--- src/rtl/serial_add_nbit_pkg.sv ---
// Shared constants for the bit-serial adder: FSM encodings, width limit and
// the bit-counter sizing helper.
package serial_add_nbit_pkg;

    localparam int unsigned WIDTH_MAX = 32;

    localparam logic [1:0] ST_IDLE = 2'd0;
    localparam logic [1:0] ST_ADD  = 2'd1;
    localparam logic [1:0] ST_DONE = 2'd2;

    // Counter holds 0..WIDTH-1 plus one spare bit so it never wraps inside ADD.
    function automatic int unsigned cnt_width(input int unsigned w);
        return $clog2(w) + 1;
    endfunction

endpackage

--- src/rtl/serial_add_nbit_if.sv ---
// Request/result bundle of the bit-serial adder; master issues operands,
// slave (the adder) returns the handshake and the held result.
interface serial_add_nbit_if #(
    parameter int unsigned WIDTH = 2
);
    logic             start;
    logic [WIDTH-1:0] a;
    logic [WIDTH-1:0] b;
    logic             cin;
    logic             busy;
    logic             done;
    logic [WIDTH-1:0] sum;
    logic             cout;

    modport master (
        output start, a, b, cin,
        input  busy, done, sum, cout
    );

    modport slave (
        input  start, a, b, cin,
        output busy, done, sum, cout
    );
endinterface

--- src/rtl/serial_add_nbit_full_add_1bit.sv ---
// Single full-adder cell built from gate primitives, mirroring the
// subtractor's borrow cell.
module full_add_1bit (
    input  logic a,
    input  logic b,
    input  logic cin,
    output logic s,
    output logic cout
);
    logic p;
    logic g;
    logic t;

    xor g_xor_p (p, a, b);
    xor g_xor_s (s, p, cin);
    and g_and_g (g, a, b);
    and g_and_t (t, p, cin);
    or  g_or_c  (cout, g, t);
endmodule

--- src/rtl/serial_add_nbit.sv ---
// Bit-serial WIDTH-bit adder: one full-adder cell walks the operands LSB-first,
// producing {cout,sum} = a + b + cin under a start/busy/done handshake.
module serial_add_nbit
    import serial_add_nbit_pkg::*;
#(
    parameter int unsigned WIDTH = 2
) (
    input  logic             clk,
    input  logic             rst,
    serial_add_nbit_if.slave bus
);
    localparam int unsigned CNT_W = cnt_width(WIDTH);

    if (WIDTH < 1 || WIDTH > WIDTH_MAX) begin : g_bad_width
        $error("serial_add_nbit: WIDTH must be within 1..32");
    end

    logic [1:0]       state_q, state_d;
    logic [CNT_W-1:0] cnt_q, cnt_d;
    logic [WIDTH-1:0] a_q, a_d;
    logic [WIDTH-1:0] b_q, b_d;
    logic [WIDTH-1:0] sum_q, sum_d;
    logic             c_q, c_d;
    logic             cout_q, cout_d;
    logic             busy_q, busy_d;
    logic             done_q, done_d;

    logic [WIDTH-1:0] bit_mask_c;
    logic             a_bit_c;
    logic             b_bit_c;
    logic             fa_s_c;
    logic             fa_co_c;

    // Operand bit selected by the counter via a one-hot mask.
    assign bit_mask_c = WIDTH'(1) << cnt_q;
    assign a_bit_c    = |(a_q & bit_mask_c);
    assign b_bit_c    = |(b_q & bit_mask_c);

    full_add_1bit u_fa (
        .a    (a_bit_c),
        .b    (b_bit_c),
        .cin  (c_q),
        .s    (fa_s_c),
        .cout (fa_co_c)
    );

    // Next-state and next-output logic.
    always_comb begin
        state_d = state_q;
        cnt_d   = cnt_q;
        a_d     = a_q;
        b_d     = b_q;
        c_d     = c_q;
        sum_d   = sum_q;
        cout_d  = cout_q;
        busy_d  = 1'b0;
        done_d  = 1'b0;

        case (state_q)
            ST_IDLE: begin
                if (bus.start) begin
                    a_d     = bus.a;
                    b_d     = bus.b;
                    c_d     = bus.cin;
                    cnt_d   = '0;
                    sum_d   = '0;
                    busy_d  = 1'b1;
                    state_d = ST_ADD;
                end
            end
            ST_ADD: begin
                sum_d = sum_q | (WIDTH'(fa_s_c) << cnt_q);
                c_d   = fa_co_c;
                cnt_d = cnt_q + CNT_W'(1);
                if (cnt_q == CNT_W'(WIDTH - 1)) begin
                    cout_d  = fa_co_c;
                    done_d  = 1'b1;
                    state_d = ST_DONE;
                end else begin
                    busy_d = 1'b1;
                end
            end
            ST_DONE: begin
                state_d = ST_IDLE;
            end
            default: begin
                state_d = ST_IDLE;
            end
        endcase
    end

    always_ff @(posedge clk or posedge rst) begin
        if (rst) begin
            state_q <= ST_IDLE;
            cnt_q   <= '0;
            a_q     <= '0;
            b_q     <= '0;
            c_q     <= 1'b0;
            sum_q   <= '0;
            cout_q  <= 1'b0;
            busy_q  <= 1'b0;
            done_q  <= 1'b0;
        end else begin
            state_q <= state_d;
            cnt_q   <= cnt_d;
            a_q     <= a_d;
            b_q     <= b_d;
            c_q     <= c_d;
            sum_q   <= sum_d;
            cout_q  <= cout_d;
            busy_q  <= busy_d;
            done_q  <= done_d;
        end
    end

    assign bus.busy = busy_q;
    assign bus.done = done_q;
    assign bus.sum  = sum_q;
    assign bus.cout = cout_q;
endmodule
--- src/flat_wrapper.sv ---
// flat-port wrapper written by rule: the top's interface ports become plain ports
module serial_add_nbit_flat import serial_add_nbit_pkg::*;
#(
    parameter int unsigned WIDTH = 2
)
  (clk, rst, bus_start, bus_a, bus_b, bus_cin, bus_busy, bus_done, bus_sum, bus_cout);
  serial_add_nbit_if #(.WIDTH(WIDTH)) bus_i ();
  input  logic clk;
  input  logic rst;
  input wire logic [$bits(bus_i.start)-1:0] bus_start;
  input wire logic [$bits(bus_i.a)-1:0] bus_a;
  input wire logic [$bits(bus_i.b)-1:0] bus_b;
  input wire logic [$bits(bus_i.cin)-1:0] bus_cin;
  output wire logic [$bits(bus_i.busy)-1:0] bus_busy;
  output wire logic [$bits(bus_i.done)-1:0] bus_done;
  output wire logic [$bits(bus_i.sum)-1:0] bus_sum;
  output wire logic [$bits(bus_i.cout)-1:0] bus_cout;
  assign bus_i.start = bus_start;
  assign bus_i.a = bus_a;
  assign bus_i.b = bus_b;
  assign bus_i.cin = bus_cin;
  assign bus_busy = bus_i.busy;
  assign bus_done = bus_i.done;
  assign bus_sum = bus_i.sum;
  assign bus_cout = bus_i.cout;
  serial_add_nbit #(.WIDTH(WIDTH)) u_core (.clk(clk), .rst(rst), .bus(bus_i));
endmodule
--- config.mk ---
export PLATFORM = sky130hd
export DESIGN_NAME = serial_add_nbit_flat
export DESIGN_NICKNAME = d
export VERILOG_FILES = /design/src/rtl/serial_add_nbit_pkg.sv /design/src/rtl/serial_add_nbit_if.sv /design/src/rtl/serial_add_nbit_full_add_1bit.sv /design/src/rtl/serial_add_nbit.sv /design/src/flat_wrapper.sv
export SDC_FILE = /design/constraint.sdc
export NUM_CORES = 1
export LEC_CHECK = 0
export BUFFER_PORTS_ARGS = -buffer_cell sky130_fd_sc_hd__buf_2
export CAP_MARGIN = 10
export CORE_AREA = 2 2 39 41
export DETAILED_ROUTE_END_ITERATION = 8
export DIE_AREA = 0 0 41 43
export GPL_TIMING_DRIVEN = 0
export PLACE_DENSITY = 0.71
export SYNTH_ARGS = -nofsm -noshare
export SYNTH_HDL_FRONTEND = slang
export SYNTH_SLANG_ARGS = --single-unit
--- constraint.sdc ---
create_clock -name clk -period 2 [get_ports clk]
set_input_delay 0.3 -clock clk [delete_from_list [all_inputs] [get_ports clk]]
set_output_delay 0.3 -clock clk [all_outputs]
set_load 0.02 [all_outputs]
==> results of run 1 <==
## critical path, cell delays in order, from the launching register on
cell	delay, ns
dfrtp_1	0.38
inv_1	0.08
ha_1	0.21
a22o_1	0.26
fa_1	0.54
nand4bb_1	0.14
o22ai_1	0.15
## stage by stage
step           instances  util [%]  area, sq um  hold WS (ns)  power, uW
2_1_floorplan         46         -        631.9        0.1892      993.3
3_3_place_gp          74     51.45        711.9        0.3512       1119
3_5_place_dp          74     51.45        711.9        0.3659       1155
4_1_cts               78     54.07        748.2       0.05957       1360
5_1_grt               78     54.07        748.2       0.08509       1445
6_report              78     54.07        748.2       0.04076       1342
## per-layer routing
layer	part of all wire [%]	up-vias	track usage, %	wire [um]
li1	-	195	-	-
met1	42	196	18.21	421
met2	49	19	22.81	493
met3	6.8	4	3.141	68
met4	2.3	0	10.00	23
met5	0	-	0	0
## power by group through the flow
stage                     clock (uW)  sequential [uW]  combinational [uW]
after detailed placement           0              517                 638
after CTS                        210              511                 639
after global placement             0              511                 608
final                            204              508                 630
after floorplan                    0              560                 433
after global routing             221              533                 691
## cell type report
cell class / instances / share of cell area [%]
multi-input combinational: 25 / 33.11
inverter: 6 / 3.010
timing repair buffer: 12 / 8.027
sequential: 14 / 46.82
tap: 16 / 2.676
clock buffer: 4 / 4.849
buffer: 1 / 1.505
## state kept, by name, summed over array words and instances, names as in the netlist, 2 cells and up
signal	count
u_core.a_q	2
u_core.b_q	2
u_core.bus.sum	2
u_core.cnt_q	2
u_core.state_q	2
## placed cells by master (no fill, tap or decap), drive strengths merged, types with 2 or more instances in the layout
master	instances
a21oi	2
a22o	3
and3b	2
buf	13
clkbuf	4
dfrtp	14
ha	2
inv	6
mux2	6
o22ai	2
## path summary, 6_finish.rpt
| path | from | end | slack [ns] | cells after the start |
|---|---|---|---|---|
| max | u_core.cnt_q[0]$_DFFE_PP0P_ | u_core.bus.sum[1]$_DFFE_PP0P_ | 0.15 | 6 |
| min | rst | u_core.a_q[1]$_DFFE_PP0P_ | 0.04 | 2 |
| max reg2reg | u_core.cnt_q[0]$_DFFE_PP0P_ | u_core.bus.sum[1]$_DFFE_PP0P_ | 0.15 | 6 |
| min reg2reg | u_core.cnt_q[0]$_DFFE_PP0P_ | u_core.bus.sum[0]$_DFFE_PP0P_ | 0.49 | 1 |
| max in group asynchronous | rst | u_core.state_q[0]$_DFFE_PP0P_ | 1.60 | 2 |
| min in group clk | bus_a[1] | u_core.a_q[1]$_DFFE_PP0P_ | 0.24 | 2 |
## cell families (layout without fill, tap and decap cells)
logic type | after synthesis | in the layout | share of synthesized area [%]
mux | 6 | 6 | 11.29
simple gates | 7 | 7 | 10.50
flops | 14 | 14 | 55.45
fa+ha+maj | 3 | 3 | 7.128
buf+inv | 7 | 23 | 5.346
compound gates | 9 | 9 | 10.30
==> summary.txt, run 1 <==
Finish
  • Antenna diodes: 0
  • Storage cell area: 350.3 sq um
  • Area growth syn-to-layout: 18.42%
  • Filler cell count in the final layout: 129
  • Layout Nets: 74
  • Fraction of final layout cells with drive strength greater than 1: 38.71%
  • Area of the multi-input gates: 247.7 sq um

STA
  • RSZ-0062 raised after global routing: no
  • Fin crit period: 1.845 ns
  • Final setup fails: 0
  • Max_slew headroom: 64.55%
  • Hold violation total from the final report: 0
  • Ratio of final minimum period to clock period: 92.27%
  • TNS Setup: 0 ns
  • Clock skew: 0.003321 ns
  • Post-route worst setup slack: 0.1546 ns
  • Maximum clock rate: 0.5419 GHz
  • Final count of pins violating max slew: 0
  • Slew at the pin closest to its max-slew limit: 0.5312 ns

Floorplanning
  • Die outline height: 43 um
  • Area inside the core boundary: 1384 sq um
  • Initial core utilization: 45.66%
  • # IOs: 13
  • Width of the die: 41 um
  • Die outline area: 1763 sq um
  • Site row count: 14

CTS
  • Number of sinks driven by the clock tree: 14
  • CTS tree: done
  • Post-CTS sizing: 0
  • Count of buffers added by post-CTS timing repair for setup: 0
  • Number of clock buffers inserted by TritonCTS: 3
  • Clk Latency, worst-skew pair: 0.28 ns
  • Clock Pin Slew Worst Setup and Hold Paths: 0.09 ns
  • CTS max path bufs: 2
  • Post-cts hold buffer count: 0
  • Root buf cell: clkbuf_4
  • CTS HTree Levels: 1

Route
  • Total iterations of the first detailed-routing run: 4
  • Post-DRT Antenna Nets: 0
  • Vias: 414
  • DRC violation total after the first TritonRoute iteration: 7
  • Post-detailed-route DRC marker count: 0
  • Detailed-route vias per instance: 5.308
  • Wirelength, routed: 1007 um
  • Final routed wire length divided by cell count: 12.91 um

Setup path
  • Endpoint arrival time on the critical path: 2.05 ns
  • Worst Path Required: 2.20 ns
  • Kind of critical path: flop to flop
  • Critical Path Start Type: flop
  • Crit-path max FO: 3
  • Element type at the critical path end: flop

Pwr
  • Largest voltage drop on the vdd net: 0.6932 mV
  • Cell Int Power: 850.2 uW
  • Proportion of total power due to net switching: 36.63%
  • Power per standard cell area: 1793 nW/um^2
  • Proportion of power drawn by flip-flops and latches: 37.9%
  • Static power due to leakage: 0.0003690 uW
  • Clock network fraction of total power: 15.2%
  • Switching power of the nets: 491.5 uW
  • Combinational group share of total power: 46.9%

Synthesis
  • Mapped cell area: 631.9 sq um
  • Portion of synthesized cell area occupied by the leading cell type: 55.45%
  • Synth cell count leaders: dfrtp_1 (14), inv_1 (6), mux2_2 (5)
  • Async SR Flop Fraction: 100.0%
  • EDFF count, synth: 0
  • Gate Count Post-Synth: 46
  • Synth top area cells: dfrtp_1 (55%), mux2_2 (8.9%), a22o_1 (4.2%)
  • Post-synthesis average cell area: 13.74 sq um
  • Largest area contributor in the synthesized netlist: dfrtp_1
  • Most instantiated library cell after synthesis: dfrtp_1
  • Seq/Total Area, Yosys: 55.45%
  • Most used flip-flop cell after synthesis: dfrtp_1
  • Total of warnings raised by yosys: 0
  • Unique cell type count in the Yosys netlist: 18
  • Flop and latch count out of synthesis: 14
  • Synthesized netlist net count: 57

Worst hold path
  • Worst min-delay path category: input port to async pin

Placement
  • Count of buffers from port buffering: 12
  • Sum of net half-perimeters after detailed placement: 768.8 um
  • Post-placement worst setup slack: 0.1426 ns
  • RePlAce Congestion: 0.7538

Global routing
  • Pin count of the biggest net entering global routing: 15
  • First-pass GRT wire length: 1745 um
  • Via count of the first global-routing pass: 418
  • Total grt overflow: 0
  • Number of antenna violations at the first check in global routing: 0
  • GRT Resource Usage Total: 15.06%

Run status
  • Status: complete, no violations

Flow run
  • Max capacitance violation total: 0
Note: power is estimated with default switching activity, not from simulation.
==> inputs of run 2 (changes only) <==
--- a/config.mk
+++ b/config.mk
@@ -7,11 +7,11 @@
 export LEC_CHECK = 0
 export BUFFER_PORTS_ARGS = -buffer_cell sky130_fd_sc_hd__buf_2
 export CAP_MARGIN = 10
-export CORE_AREA = 2 2 39 41
+export CORE_UTILIZATION = 51
 export DETAILED_ROUTE_END_ITERATION = 8
-export DIE_AREA = 0 0 41 43
 export GPL_TIMING_DRIVEN = 0
-export PLACE_DENSITY = 0.71
+export PLACE_DENSITY = 0.75
 export SYNTH_ARGS = -nofsm -noshare
 export SYNTH_HDL_FRONTEND = slang
+export SYNTH_HIERARCHICAL = 1
 export SYNTH_SLANG_ARGS = --single-unit
==> run 2 against run 1 <==
Against the previous run:
- final area grew 2.2%
- utilization grew 12 points
- sequential cell count is the same
- sequential power shrank 5.3%
- cell count is the same
- global-route usage grew 1.9 points
- count of clock-buffer cells in the layout shrank 1
- maximum frequency shrank 1.1%
- critical path type unchanged
- critical endpoint is now u_core/bus.sum[0]$_DFFE_PP0P_
- largest cell class unchanged
- largest power group unchanged
==> summary.txt, run 2 <==
Synthesis
  • EDFF count, synth: 0
  • Seq/Total Area, Yosys: 52.93%
  • Mapped cell area: 661.9 sq um
  • Total of warnings raised by yosys: 6
  • Most used flip-flop cell after synthesis: dfrtp_1
  • Most instantiated library cell after synthesis: dfrtp_1
  • Async SR Flop Fraction: 100.0%
  • Portion of synthesized cell area occupied by the leading cell type: 52.93%
  • Gate Count Post-Synth: 49
  • Unique cell type count in the Yosys netlist: 19
  • Synth cell count leaders: dfrtp_1 (14), inv_1 (6), mux2_2 (6)
  • Synth top area cells: dfrtp_1 (53%), mux2_2 (10%), a22o_1 (4.0%)
  • Largest area contributor in the synthesized netlist: dfrtp_1
  • Flop and latch count out of synthesis: 14
  • Synthesized netlist net count: 60
  • Post-synthesis average cell area: 13.51 sq um

Floorplanning
  • Die outline area: 1446 sq um
  • # IOs: 13
  • Die outline height: 38.03 um
  • Site row count: 12
  • Initial core utilization: 57.25%
  • Area inside the core boundary: 1156 sq um
  • Width of the die: 38.03 um

Finish
  • Antenna diodes: 0
  • Commonest cells after routing, fill and taps aside: dfrtp_1 (14), buf_2 (12), mux2_2 (6), inv_1 (6)
  • Design Area, Final: 764.5 sq um
  • Layout Nets: 77
  • Most frequent standard cell in the layout excluding fill and tap cells: dfrtp_1
  • Area growth syn-to-layout: 15.50%
  • Fraction of final layout cells with drive strength greater than 1: 40.63%

STA
  • Final setup fails: 0
  • Final count of pins violating max slew: 0
  • Post-route worst setup slack: 0.1343 ns
  • Ratio of final minimum period to clock period: 93.29%
  • Maximum clock rate: 0.5360 GHz
  • Clock skew: 0.003035 ns
  • TNS Setup: 0 ns
  • RSZ-0062 raised after global routing: no
  • Hold violation total from the final report: 0
  • Max_slew headroom: 65.82%
  • Slew at the pin closest to its max-slew limit: 0.5121 ns
  • Fin crit period: 1.866 ns

CTS
  • Post-CTS sizing: 0
  • Post-cts hold buffer count: 0
  • Number of sinks driven by the clock tree: 14
  • Clock Pin Slew Worst Setup and Hold Paths: 0.07 ns
  • Count of buffers added by post-CTS timing repair for setup: 0
  • CTS max path bufs: 2
  • CTS tree: done
  • CTS HTree Levels: 1
  • Clk Latency, worst-skew pair: 0.26 ns
  • Number of clock buffers inserted by TritonCTS: 3
  • Root buf cell: clkbuf_4

Route
  • Final routed wire length divided by cell count: 12.06 um
  • Wirelength, routed: 941 um
  • Detailed-route vias per instance: 5.051
  • Post-detailed-route DRC marker count: 0
  • Total iterations of the first detailed-routing run: 4
  • Vias: 394
  • Post-DRT Antenna Nets: 0
  • DRC violation total after the first TritonRoute iteration: 6

Setup path
  • Slowest stage cell on the critical path: fa_1
  • Endpoint arrival time on the critical path: 2.01 ns
  • Crit-path max FO: 5
  • Sequence of cells on the critical path: inv_1 -> ha_2 -> a22o_1 -> fa_1 -> and4bb_2 -> o2bb2ai_1
  • Worst Path Required: 2.14 ns
  • Max stage delay on crit path: 0.46 ns
  • Element type at the critical path end: flop
  • Critical Path Start Type: flop
  • Kind of critical path: flop to flop
  • Worst reg2reg path depth: 6

Placement
  • RePlAce Congestion: 0.7182
  • Count of buffers from port buffering: 12
  • Area of placed instances: 739.5 sq um
  • Sum of net half-perimeters after detailed placement: 722.6 um
  • Post-placement worst setup slack: 0.08473 ns

Flow run
  • Max capacitance violation total: 0

Global routing
  • Pin count of the biggest net entering global routing: 15
  • Via count of the first global-routing pass: 378
  • GRT Resource Usage Total: 17.00%
  • Total grt overflow: 0
  • Number of antenna violations at the first check in global routing: 0
  • First-pass GRT wire length: 1600 um

Pwr
  • Largest voltage drop on the vdd net: 0.7853 mV
  • Power per standard cell area: 1658 nW/um^2
  • Static power due to leakage: 0.0003737 uW

Worst hold path
  • Worst min-delay path category: input port to async pin

Run status
  • Status: complete, no violations
## run 2: cells by family after synthesis
family,share of synthesized area (%)
flip-flops,52.93
buffers and inverters,6.805
AND/OR/NAND/NOR,12.86
multiplexers,10.21
AO/OA/AOI/OAI,10.40
adder cells (fa/ha/maj),6.805
## run 2: path summary, 6_finish.rpt
| check | startpoint | end | slack (ns) |
|---|---|---|---|
| setup / recovery | u_core/cnt_q[1]$_DFFE_PP0P_ | u_core/bus.sum[0]$_DFFE_PP0P_ | 0.13 |
| hold / removal | rst | u_core/bus.busy$_DFF_PP0_ | 0.05 |
| setup reg to reg | u_core/cnt_q[1]$_DFFE_PP0P_ | u_core/bus.sum[0]$_DFFE_PP0P_ | 0.13 |
| hold reg to reg | u_core/bus.sum[1]$_DFFE_PP0P_ | u_core/bus.sum[1]$_DFFE_PP0P_ | 0.51 |
| max in group asynchronous | rst | u_core/a_q[0]$_DFFE_PP0P_ | 1.60 |
| min in group clk | bus_a[0] | u_core/a_q[0]$_DFFE_PP0P_ | 0.27 |
## run 2: through the flow
stage	hold slack [ns]	total power, uW	cells	utilization, %
final	0.05163	1267	78	66.13
after global routing	0.09350	1373	78	66.13
after CTS	0.06854	1286	78	65.91
after detailed placement	0.3620	1135	75	63.96
after global placement	0.3597	1104	75	63.96
after floorplan	0.1892	973.7	49	-
## run 2: final cells by class
type / count / area, sq um
repair buffers: 12 / 60.06
well taps: 14 / 17.52
flip-flops and latches: 14 / 350.3
clock buffers: 3 / 22.52
multi-input cells: 27 / 269.0
inverters: 6 / 22.52
fillers: 95 / 391.6
plain buffers: 2 / 22.52
## run 2: worst max-delay path: cells and delay by family (launching register included)
family,cells,cell delay (ns)
adders and majority gates,2,0.66
and+or+nand+nor,1,0.25
DFF,1,0.38
buffers and inverters,1,0.07
AOI/OAI and AO/OA,2,0.38
## run 2: per-layer routing
metal	track usage, %	up-vias	wire length [um]
met3	5.233	0	30
met5	0	-	0
met4	8.036	0	0
met2	27.12	9	462
met1	20.77	183	448
li1	-	202	-
## run 2: power breakdown
part	switching (uW)	internal [uW]	total (uW)
logic	315	325	641
registers	62.8	419	481
clock network	75.7	69.4	145
total	454	813	1270
